<file path="src/rtl/arb_pkg.sv">
// Shared types and the round-robin priority search for the 16-way arbiter.
// Pure declarations and a combinational helper; no state and no flow control.
package arb_pkg;

  localparam int N    = 16;
  localparam int IDXW = 4;

  typedef enum logic {
    ST_IDLE  = 1'b0,
    ST_GRANT = 1'b1
  } state_t;

  // First set bit scanning ptr+1, ptr+2, ... modulo N; returns 0 when req is empty.
  function automatic logic [IDXW-1:0] rr_pick(input logic [N-1:0] req,
                                              input logic [IDXW-1:0] ptr);
    logic [IDXW-1:0] idx;
    logic            found;
    rr_pick = '0;
    found   = 1'b0;
    for (int i = 1; i <= N; i++) begin
      idx = ptr + IDXW'(i);
      if (!found && req[idx]) begin
        rr_pick = idx;
        found   = 1'b1;
      end
    end
  endfunction

endpackage

</file>
<file path="src/rtl/onehot_dec16.sv">
// 4-to-16 one-hot decoder with enable; output is all-zero when disabled.
// Purely combinational, zero latency, no flow control.
module onehot_dec16
  import arb_pkg::*;
(
  input  logic [IDXW-1:0] i_idx,
  input  logic            i_en,
  output logic [N-1:0]    o_y
);

  always_comb begin
    o_y = '0;
    if (i_en) o_y[i_idx] = 1'b1;
  end

endmodule

</file>
<file path="src/rtl/rr_arbiter_4to16.sv">
// Round-robin arbiter, 16 requesters onto one resource, grant held until release/drop/timeout.
// Grant registered 1 cycle after req is sampled; at least one idle cycle between grants.
module rr_arbiter_4to16
  import arb_pkg::*;
#(
  parameter int MAX_HOLD = 255
) (
  input  logic            i_clk,
  input  logic            i_rst,
  input  logic [N-1:0]    i_req,
  input  logic            i_release,
  output logic [N-1:0]    o_grant,
  output logic [IDXW-1:0] o_grant_idx,
  output logic            o_grant_valid,
  output logic            o_timeout
);

  localparam int HCW = (MAX_HOLD > 0) ? $clog2(MAX_HOLD + 1) : 1;

  state_t          r_state;
  state_t          w_state_nxt;
  logic [IDXW-1:0] r_idx;
  logic [IDXW-1:0] w_idx_nxt;
  logic [IDXW-1:0] r_ptr;
  logic [IDXW-1:0] w_ptr_nxt;
  logic            r_timeout;
  logic            w_timeout_nxt;
  logic            w_cnt_clr;
  logic            w_cnt_inc;
  logic            w_hold_hit;
  logic            w_owner_req;
  logic            w_revoke;

  always_ff @(posedge i_clk) begin
    if (i_rst) begin
      r_state   <= ST_IDLE;
      r_idx     <= '0;
      r_ptr     <= IDXW'(N - 1);
      r_timeout <= 1'b0;
    end else begin
      r_state   <= w_state_nxt;
      r_idx     <= w_idx_nxt;
      r_ptr     <= w_ptr_nxt;
      r_timeout <= w_timeout_nxt;
    end
  end

  generate
    if (MAX_HOLD > 0) begin : g_hold
      logic [HCW-1:0] r_hold_cnt;

      always_ff @(posedge i_clk) begin
        if (i_rst || w_cnt_clr) begin
          r_hold_cnt <= '0;
        end else if (w_cnt_inc && (r_hold_cnt != HCW'(MAX_HOLD - 1))) begin
          r_hold_cnt <= r_hold_cnt + 1'b1;
        end
      end

      assign w_hold_hit = (r_hold_cnt == HCW'(MAX_HOLD - 1));
    end else begin : g_no_hold
      assign w_hold_hit = 1'b0;
    end
  endgenerate

  assign w_owner_req = i_req[r_idx];
  assign w_revoke    = i_release || !w_owner_req || w_hold_hit;

  always_comb begin
    w_state_nxt   = r_state;
    w_idx_nxt     = r_idx;
    w_ptr_nxt     = r_ptr;
    w_timeout_nxt = 1'b0;
    w_cnt_clr     = 1'b0;
    w_cnt_inc     = 1'b0;
    case (r_state)
      ST_IDLE: begin
        if (|i_req) begin
          w_state_nxt = ST_GRANT;
          w_idx_nxt   = rr_pick(i_req, r_ptr);
          w_cnt_clr   = 1'b1;
        end
      end
      ST_GRANT: begin
        if (w_revoke) begin
          w_state_nxt   = ST_IDLE;
          w_ptr_nxt     = r_idx;
          w_idx_nxt     = '0;
          // Only a pure hold-limit revoke counts as a timeout.
          w_timeout_nxt = w_hold_hit && !i_release && w_owner_req;
        end else begin
          w_cnt_inc = 1'b1;
        end
      end
      default: begin
        w_state_nxt = ST_IDLE;
        w_idx_nxt   = '0;
      end
    endcase
  end

  assign o_grant_valid = (r_state == ST_GRANT);
  assign o_grant_idx   = r_idx;
  assign o_timeout     = r_timeout;

  onehot_dec16 u_dec (
    .i_idx (r_idx),
    .i_en  (o_grant_valid),
    .o_y   (o_grant)
  );

endmodule

</file>
<file path="config.mk">
export PLATFORM = sky130hd
export DESIGN_NAME = rr_arbiter_4to16
export DESIGN_NICKNAME = d
export VERILOG_FILES = /design/src/rtl/arb_pkg.sv /design/src/rtl/onehot_dec16.sv /design/src/rtl/rr_arbiter_4to16.sv
export SDC_FILE = /design/constraint.sdc
export NUM_CORES = 1
export LEC_CHECK = 0
export CAP_MARGIN = 20
export CORE_MARGIN = 10
export CORE_UTILIZATION = 62
export CTS_CLUSTER_SIZE = 16
export DETAILED_ROUTE_END_ITERATION = 6
export MAX_ROUTING_LAYER = met4
export PLACE_DENSITY_LB_ADDON = 0.12
export SLEW_MARGIN = 40
export SYNTH_ARGS = -nofsm -noshare
export SYNTH_HDL_FRONTEND = slang
export SYNTH_SLANG_ARGS = --single-unit
</file>
<file path="constraint.sdc">
create_clock -name i_clk -period 12.4 [get_ports i_clk]
set_clock_uncertainty 0.05 [all_clocks]
set_input_delay 2.48 -clock i_clk [delete_from_list [all_inputs] [get_ports i_clk]]
set_output_delay 2.48 -clock i_clk [all_outputs]
set_load 0.005 [all_outputs]
</file>
==> results of run 1 <==
how the worst min path moves through the flow:
stage	from	to	cells past startpoint
5_1_grt	g_hold.r_hold_cnt[7]	g_hold.r_hold_cnt[7]	2
3_5_place_dp	g_hold.r_hold_cnt[7]	g_hold.r_hold_cnt[7]	2
4_1_cts	g_hold.r_hold_cnt[7]	g_hold.r_hold_cnt[7]	2
6_report	g_hold.r_hold_cnt[7]	g_hold.r_hold_cnt[7]	2
3_3_place_gp	g_hold.r_hold_cnt[5]	g_hold.r_hold_cnt[5]	2
2_1_floorplan	g_hold.r_hold_cnt[5]	g_hold.r_hold_cnt[5]	2
power by group:
| group | total, uW | switching, uW | internal, uW |
|---|---|---|---|
| Combinational | 666 | 373 | 293 |
| Clock | 40.7 | 19.1 | 21.6 |
| Sequential | 99.9 | 32.6 | 67.3 |
area by class of cell:
class | instances | area (um^2) | share of cell area (%)
flip-flops and latches | 18 | 362 | 9.54
multi-input cells | 321 | 2820 | 74.5
repair buffers | 43 | 423 | 11.2
well taps | 70 | 87.6 | 2.31
clock buffers | 3 | 41.3 | 1.09
inverters | 14 | 52.6 | 1.39
critical path, delay by kind of cell:
kind / cells / cell delay, ns
mux: 2 / 1.29
simple gates: 4 / 1.35
buf+inv: 1 / 0.55
compound gates: 1 / 0.26
cells in the mapped netlist (all sizes together) (3+ instances only):
library cell and n:
o31ai 3, xnor2 6, a2111oi 3, a21oi 19
a211o 6, nand3 8, nor4 5, nand2 18
ha 10, buf 10, mux4 29, o21ai 11
or3 5, a31oi 3, inv 14, nand2b 5
nor2 46, or2 3, xor2 8, and3 3
o22ai 4, o211ai 4, mux2i 35, nor2b 6
dfxtp 18, nand4 6, nor3 9, nand3b 5
nor3b 3, mux2 27, clkbuf 10
metal layers:
layer / vias up / share of wire (%)
li1: 1519 / -
met1: 1654 / 39
met2: 215 / 50
met3: 33 / 8.8
met4: 0 / 2.3
met5: - / 0
registers in the layout, indices dropped and copies added, names as in the netlist:
name               flops
r_ptr                  4
o_grant_valid          1
o_timeout              1
o_grant_idx            4
g_hold.r_hold_cnt      8
kinds of logic (layout without fill, tap and decap cells):
| group | Yosys count | after routing | share of synthesized area (%) |
|---|---|---|---|
| simple gates | 125 | 125 | 19.2 |
| mux | 91 | 91 | 39.6 |
| compound gates | 81 | 81 | 17.3 |
| buf+inv | 34 | 60 | 5.74 |
| flops | 18 | 18 | 10.7 |
| xor+xnor | 14 | 14 | 3.65 |
| fa+ha+maj | 10 | 10 | 3.73 |
stage by stage:
stage / util [%] / instance area (um^2) / total power [uW]
6_report: 73.2 / 3790 / 806
5_1_grt: 73.2 / 3790 / 857
4_1_cts: 72.9 / 3770 / 784
3_5_place_dp: 72.1 / 3730 / 742
3_3_place_gp: 72.1 / 3730 / 733
2_1_floorplan: - / 3360 / 591
==> reports/metrics.yaml, run 1 <==
status: "finished clean"
syn-num-nets: 402
initial_core_util_pct: 64.9
grt_pass1_wl_um: 17000
ys.flop_type: "dfxtp_1"
syn_to_final_growth_pct: 12.8
htreeDepth: 1
synth_edf_count: 0
grt_max_degree: 31
gp_congestion: 1.00
netlist.area_leader.share_pct: 16.8
dieHeight_um: 93.6
worst_setup_path_start_kind: "primary input"
post_drt_wl_per_cell_um: 22.5
grt_use_met1_pct: 30.5
finalCriticalPeriod_ns: 5.83
maxCapViolCount: 0
yosysTopAreaCell: "mux4_2"
finalSetupViolCount: 0
core_area_mm2: 0.00517
path_clk_slew_ns: 0.07
diodes: 0
yosysWarnings: 0
cts_root_buf: "clkbuf_8"
num_rows: 26
place_ws_ns: 6.35
drt_iter0_markers: 315
final_cell_count_no_fill: 469
holdWs_ns: 0.451
antenna_found_initial: 0
setup_ws_ns: 6.57
cp_slowest_cell: "mux4_1"
cp_cell_sequence: "clkdlybuf4s50_1 > mux4_1 > mux4_2 > nor4b_4 > nand3_2 > nand2b_4 > or3_1 > a311oi_1"
drive_above_1_share_pct: 18.0
synth_cells: 373
clock-sinks: 18
final_nets: 430
r2r_start: "r_ptr[0]"
die_area_mm2: 0.00876
tns_ns: 0
finalHoldViolCount: 0
grt_overflow: 0
async_reset_ff_share_pct: 0
io_buffer_count: 40
cp.required_ns: 12.51
busiest_layer: "met2"
setup.worst_path.class: "primary input to register"
dpl.hpwl_um: 8000
ioPinCount: 41
cts_resized: 0
critPathMaxFanout: 9
routed_via_density: 7.29
ff2ff_setup_slack_ns: 7.52
final_cell_mix: "nor2_1, clkdlybuf4s50_1, mux2i_1, mux4_2, mux2_2"
worstMarginPinSlew_ns: 0.839
rsz0062_at_grt: "false"
reg2reg_to: "o_grant_idx[3]"
met2_usage_pct: 40.3
relSlewSlack_pct: 44.0
hold_class: "register to register"
fill_cells: 408
syn_area_mm2: 0.00336
reg2reg_depth: 12
grtUsageMet3_pct: 2.80
clk_latency_ns: 0.25
cp_data_arrival_time_ns: 5.94
route.detailed.drc: 0
fin_crit_sh_pct: 47.0
power_density_mw_per_mm2: 213
ys_seq_area_share_pct: 10.7
grt_pass1_vias: 3190
synth_area_per_cell_um2: 9.00
slew_viol_final: 0
cts_setup_buffers: 0
cts_buffers: 3
crit_end: "o_grant_idx[3]"
endpoint_kind: "register"
cts_buffer_depth: 2
grt_usage_pct: 24.3
cts_hold_buf: 0
ys_types: 68
die_x_um: 93.6
synth-seq-cells: 18
max_freq_mhz: 172
dp.cells: 466
vias: 3421
ant_nets: 0
wirelength_um: 10600
synthTopCellsByArea: "mux4_2, dfxtp_1, mux2i_1"
crit_path_start: "i_req[5]"
critPathMaxStageDelay_ns: 0.66
irDropWorstVdd_mv: 0.168
cts_tree: "done"
power.static_leakage_uw: 0.00137
final_common_cell: "nor2_1"
dr.pass1.iters: 7
Note: power is estimated with default switching activity, not from simulation.
==> inputs of run 2 (changes only) <==
- CORE_UTILIZATION: 62 -> 52
- clock period: 12.4 -> 5.1 ns (I/O delays scaled with it)
==> reports/metrics.yaml, run 2 (same netlist as run 1, synthesis figures left out) <==
reg2reg_depth: 11  # -1
worstMarginPinSlew_ns: 0.754  # -0.0847 ns
cp_slowest_cell: "mux4_2"
worst_setup_path_start_kind: "primary input"
post_drt_wl_per_cell_um: 22.1  # -2.2%
crit_buf_inv: 1  # unchanged
cts_root_buf: "clkbuf_8"
switching_power_uw: 1050  # +150%
dr.pass1.iters: 5  # -2
cts_setup_buffers: 0  # unchanged
cp_cell_sequence: "clkdlybuf4s50_1 > mux4_2 > mux2i_1 > mux2i_1 > or3_1 > o221a_2 > a2111oi_1 > a2111oi_0 > o31ai_1"
dpl.hpwl_um: 8550  # +6.9%
endpoint_kind: "register"
finalHoldViolCount: 0  # unchanged
power_density_mw_per_mm2: 525  # +150%
placed_area_mm2: 0.00383  # +2.9%
antenna_found_initial: 0  # unchanged
diodes: 0  # unchanged
clk_latency_ns: 0.26  # about the same
initial_core_util_pct: 53.2  # -12 points
largest_reg_flops: 8  # unchanged
cp_top_family: "multiplexers"
grt_overflow: 0  # unchanged
final_nets: 443  # +3.0%
drive_above_1_share_pct: 19.9  # +1.8 points
grt_max_degree: 29  # -6.5%
syn_to_final_growth_pct: 15.8
cts_tree: "done"
maxCapViolCount: 0  # unchanged
top_register: "g_hold.r_hold_cnt"
hp-start: "g_hold.r_hold_cnt[7]"
grt_pass1_vias: 3020  # -5.3%
swShare_pct: 51.2  # -1.5 points
cts_buffers: 3  # unchanged
power.static_leakage_uw: 0.00144  # +4.9%
irDropWorstVdd_mv: 0.384  # +130%
io_buffer_count: 40  # unchanged
pwr-share-comb_pct: 83.1  # +0.5 points
critPathMaxStageDelay_ns: 0.61  # -0.05 ns
max_freq_mhz: 236
fin_area_mm2: 0.00389  # +2.7%
finalSetupViolCount: 0  # unchanged
slew_viol_final: 0  # unchanged
cp.required_ns: 5.21  # -7.30 ns
cp_data_arrival_time_ns: 4.35  # -1.59 ns
drt_iter0_markers: 265  # -16%
rsz0062_at_grt: "false"
fin_crit_sh_pct: 83.1
dieHeight_um: 100  # +7.2%
clock_power_share_pct: 5.8  # +0.8 points
wirelength_um: 10800  # +2.2%
cts_hold_buf: 0  # unchanged
ioPinCount: 41  # unchanged
routed_via_density: 6.76  # -7.3%
r2r_start: "r_ptr[0]"
critPathMaxFanout: 9  # unchanged
die_area_mm2: 0.0101  # +15%
ant_nets: 0  # unchanged
grt_pass1_wl_um: 16900  # -0.77%
cts_resized: 0  # unchanged
htreeDepth: 1  # unchanged
path_clk_slew_ns: 0.07  # about the same
finalCriticalPeriod_ns: 4.24
relSlewSlack_pct: 49.4  # +5.4 points
ff2ff_setup_slack_ns: 0.91  # -6.61 ns
num_rows: 29  # +12%
route.detailed.drc: 0  # unchanged
core_area_mm2: 0.00631  # +22%
grt_usage_pct: 21.0  # -3.2 points
clock-sinks: 18  # unchanged
hold_class: "register to register"
intPower_uw: 997  # +160%
sequentialPowerShare_pct: 11.1  # -1.3 points
cpMostUsedCell: "mux2i_1"
hold_path_depth: 2  # unchanged
die_x_um: 100  # +7.2%
final_common_cell: "nor2_1"
min_to: "g_hold.r_hold_cnt[7]"
final_cell_mix: "nor2_1, clkdlybuf4s50_1, mux2i_1, mux4_2, mux2_2"
status: "finished clean"
gp_congestion: 0.962  # -4.0%
setup.worst_path.class: "primary input to register"
cts_buffer_depth: 2  # unchanged
reg2reg_to: "o_grant_idx[2]"
tns_ns: 0  # unchanged
vias: 3313  # -3.2%
==> run 2: cell count changes in the layout (fill, tap and decap cells not counted) <==
cell / change
a31oi_1: +1
a31oi_2: -1
buf_4: +13
clkbuf_8: +1
dfxtp_1: +1
dfxtp_2: -1
mux2i_1: +1
mux2i_2: -1
xnor2_1: +1
xnor2_2: -1
==> run 2: worst reg2reg max path, stage by stage, from the launching register on <==
cell and delay, ns:
dfxtp_1 0.46, inv_2 0.18, ha_1 0.54, buf_4 0.26
mux2_2 0.37, mux4_2 0.55, mux2_2 0.36, nor2_1 0.26
nand3_2 0.18, a2111oi_1 0.47, a2111oi_0 0.17, o31ai_1 0.24
==> run 2: how the worst max path moves through the flow <==
stage	start	to	slack (ns)	cells after the start
3_3_place_gp	i_req[11]	o_grant_idx[2]	0.66	9
5_1_grt	i_req[12]	o_grant_idx[2]	0.70	9
3_5_place_dp	i_req[14]	o_grant_idx[2]	0.64	9
4_1_cts	i_req[14]	o_grant_idx[2]	0.90	9
6_report	i_req[14]	o_grant_idx[2]	0.86	9
2_1_floorplan	r_ptr[1]	o_grant_idx[3]	0.92	14
==> run 2: area by class of cell <==
class                   count  area (um^2)
clock buffers               4         55.1
flip-flops and latches     18          360
well taps                  77         96.3
inverters                  14         52.6
fillers                   583         2420
multi-input cells         321         2810
repair buffers             56          520
==> run 2: per-layer routing <==
metal  vias to the layer above  wire (um)  GRT usage [%]
li1                       1538          -              -
met1                      1600       4520           27.8
met2                       153       5300           33.7
met3                        22        718           1.44
met4                         0        272           6.30
met5                         -          0              -
==> run 2: power groups by stage <==
stage	combinational, uW	clock [uW]	sequential, uW
after floorplan	1240	0	193
after global placement	1670	0	228
after detailed placement	1660	0	228
after CTS	1670	118	226
after global routing	1820	123	230
final	1700	118	227
==> run 2: per-stage QoR <==
step           std cells  hold slack, ns  setup WS [ns]  utilization, %  total power [uW]
2_1_floorplan        373           0.404          0.918               -              1440
3_3_place_gp         486           0.422          0.661            60.7              1900
3_5_place_dp         486           0.430          0.642            60.7              1890
4_1_cts              490           0.440          0.904            61.6              2020
5_1_grt              490           0.483          0.702            61.6              2170
6_report             490           0.436          0.864            61.6              2040
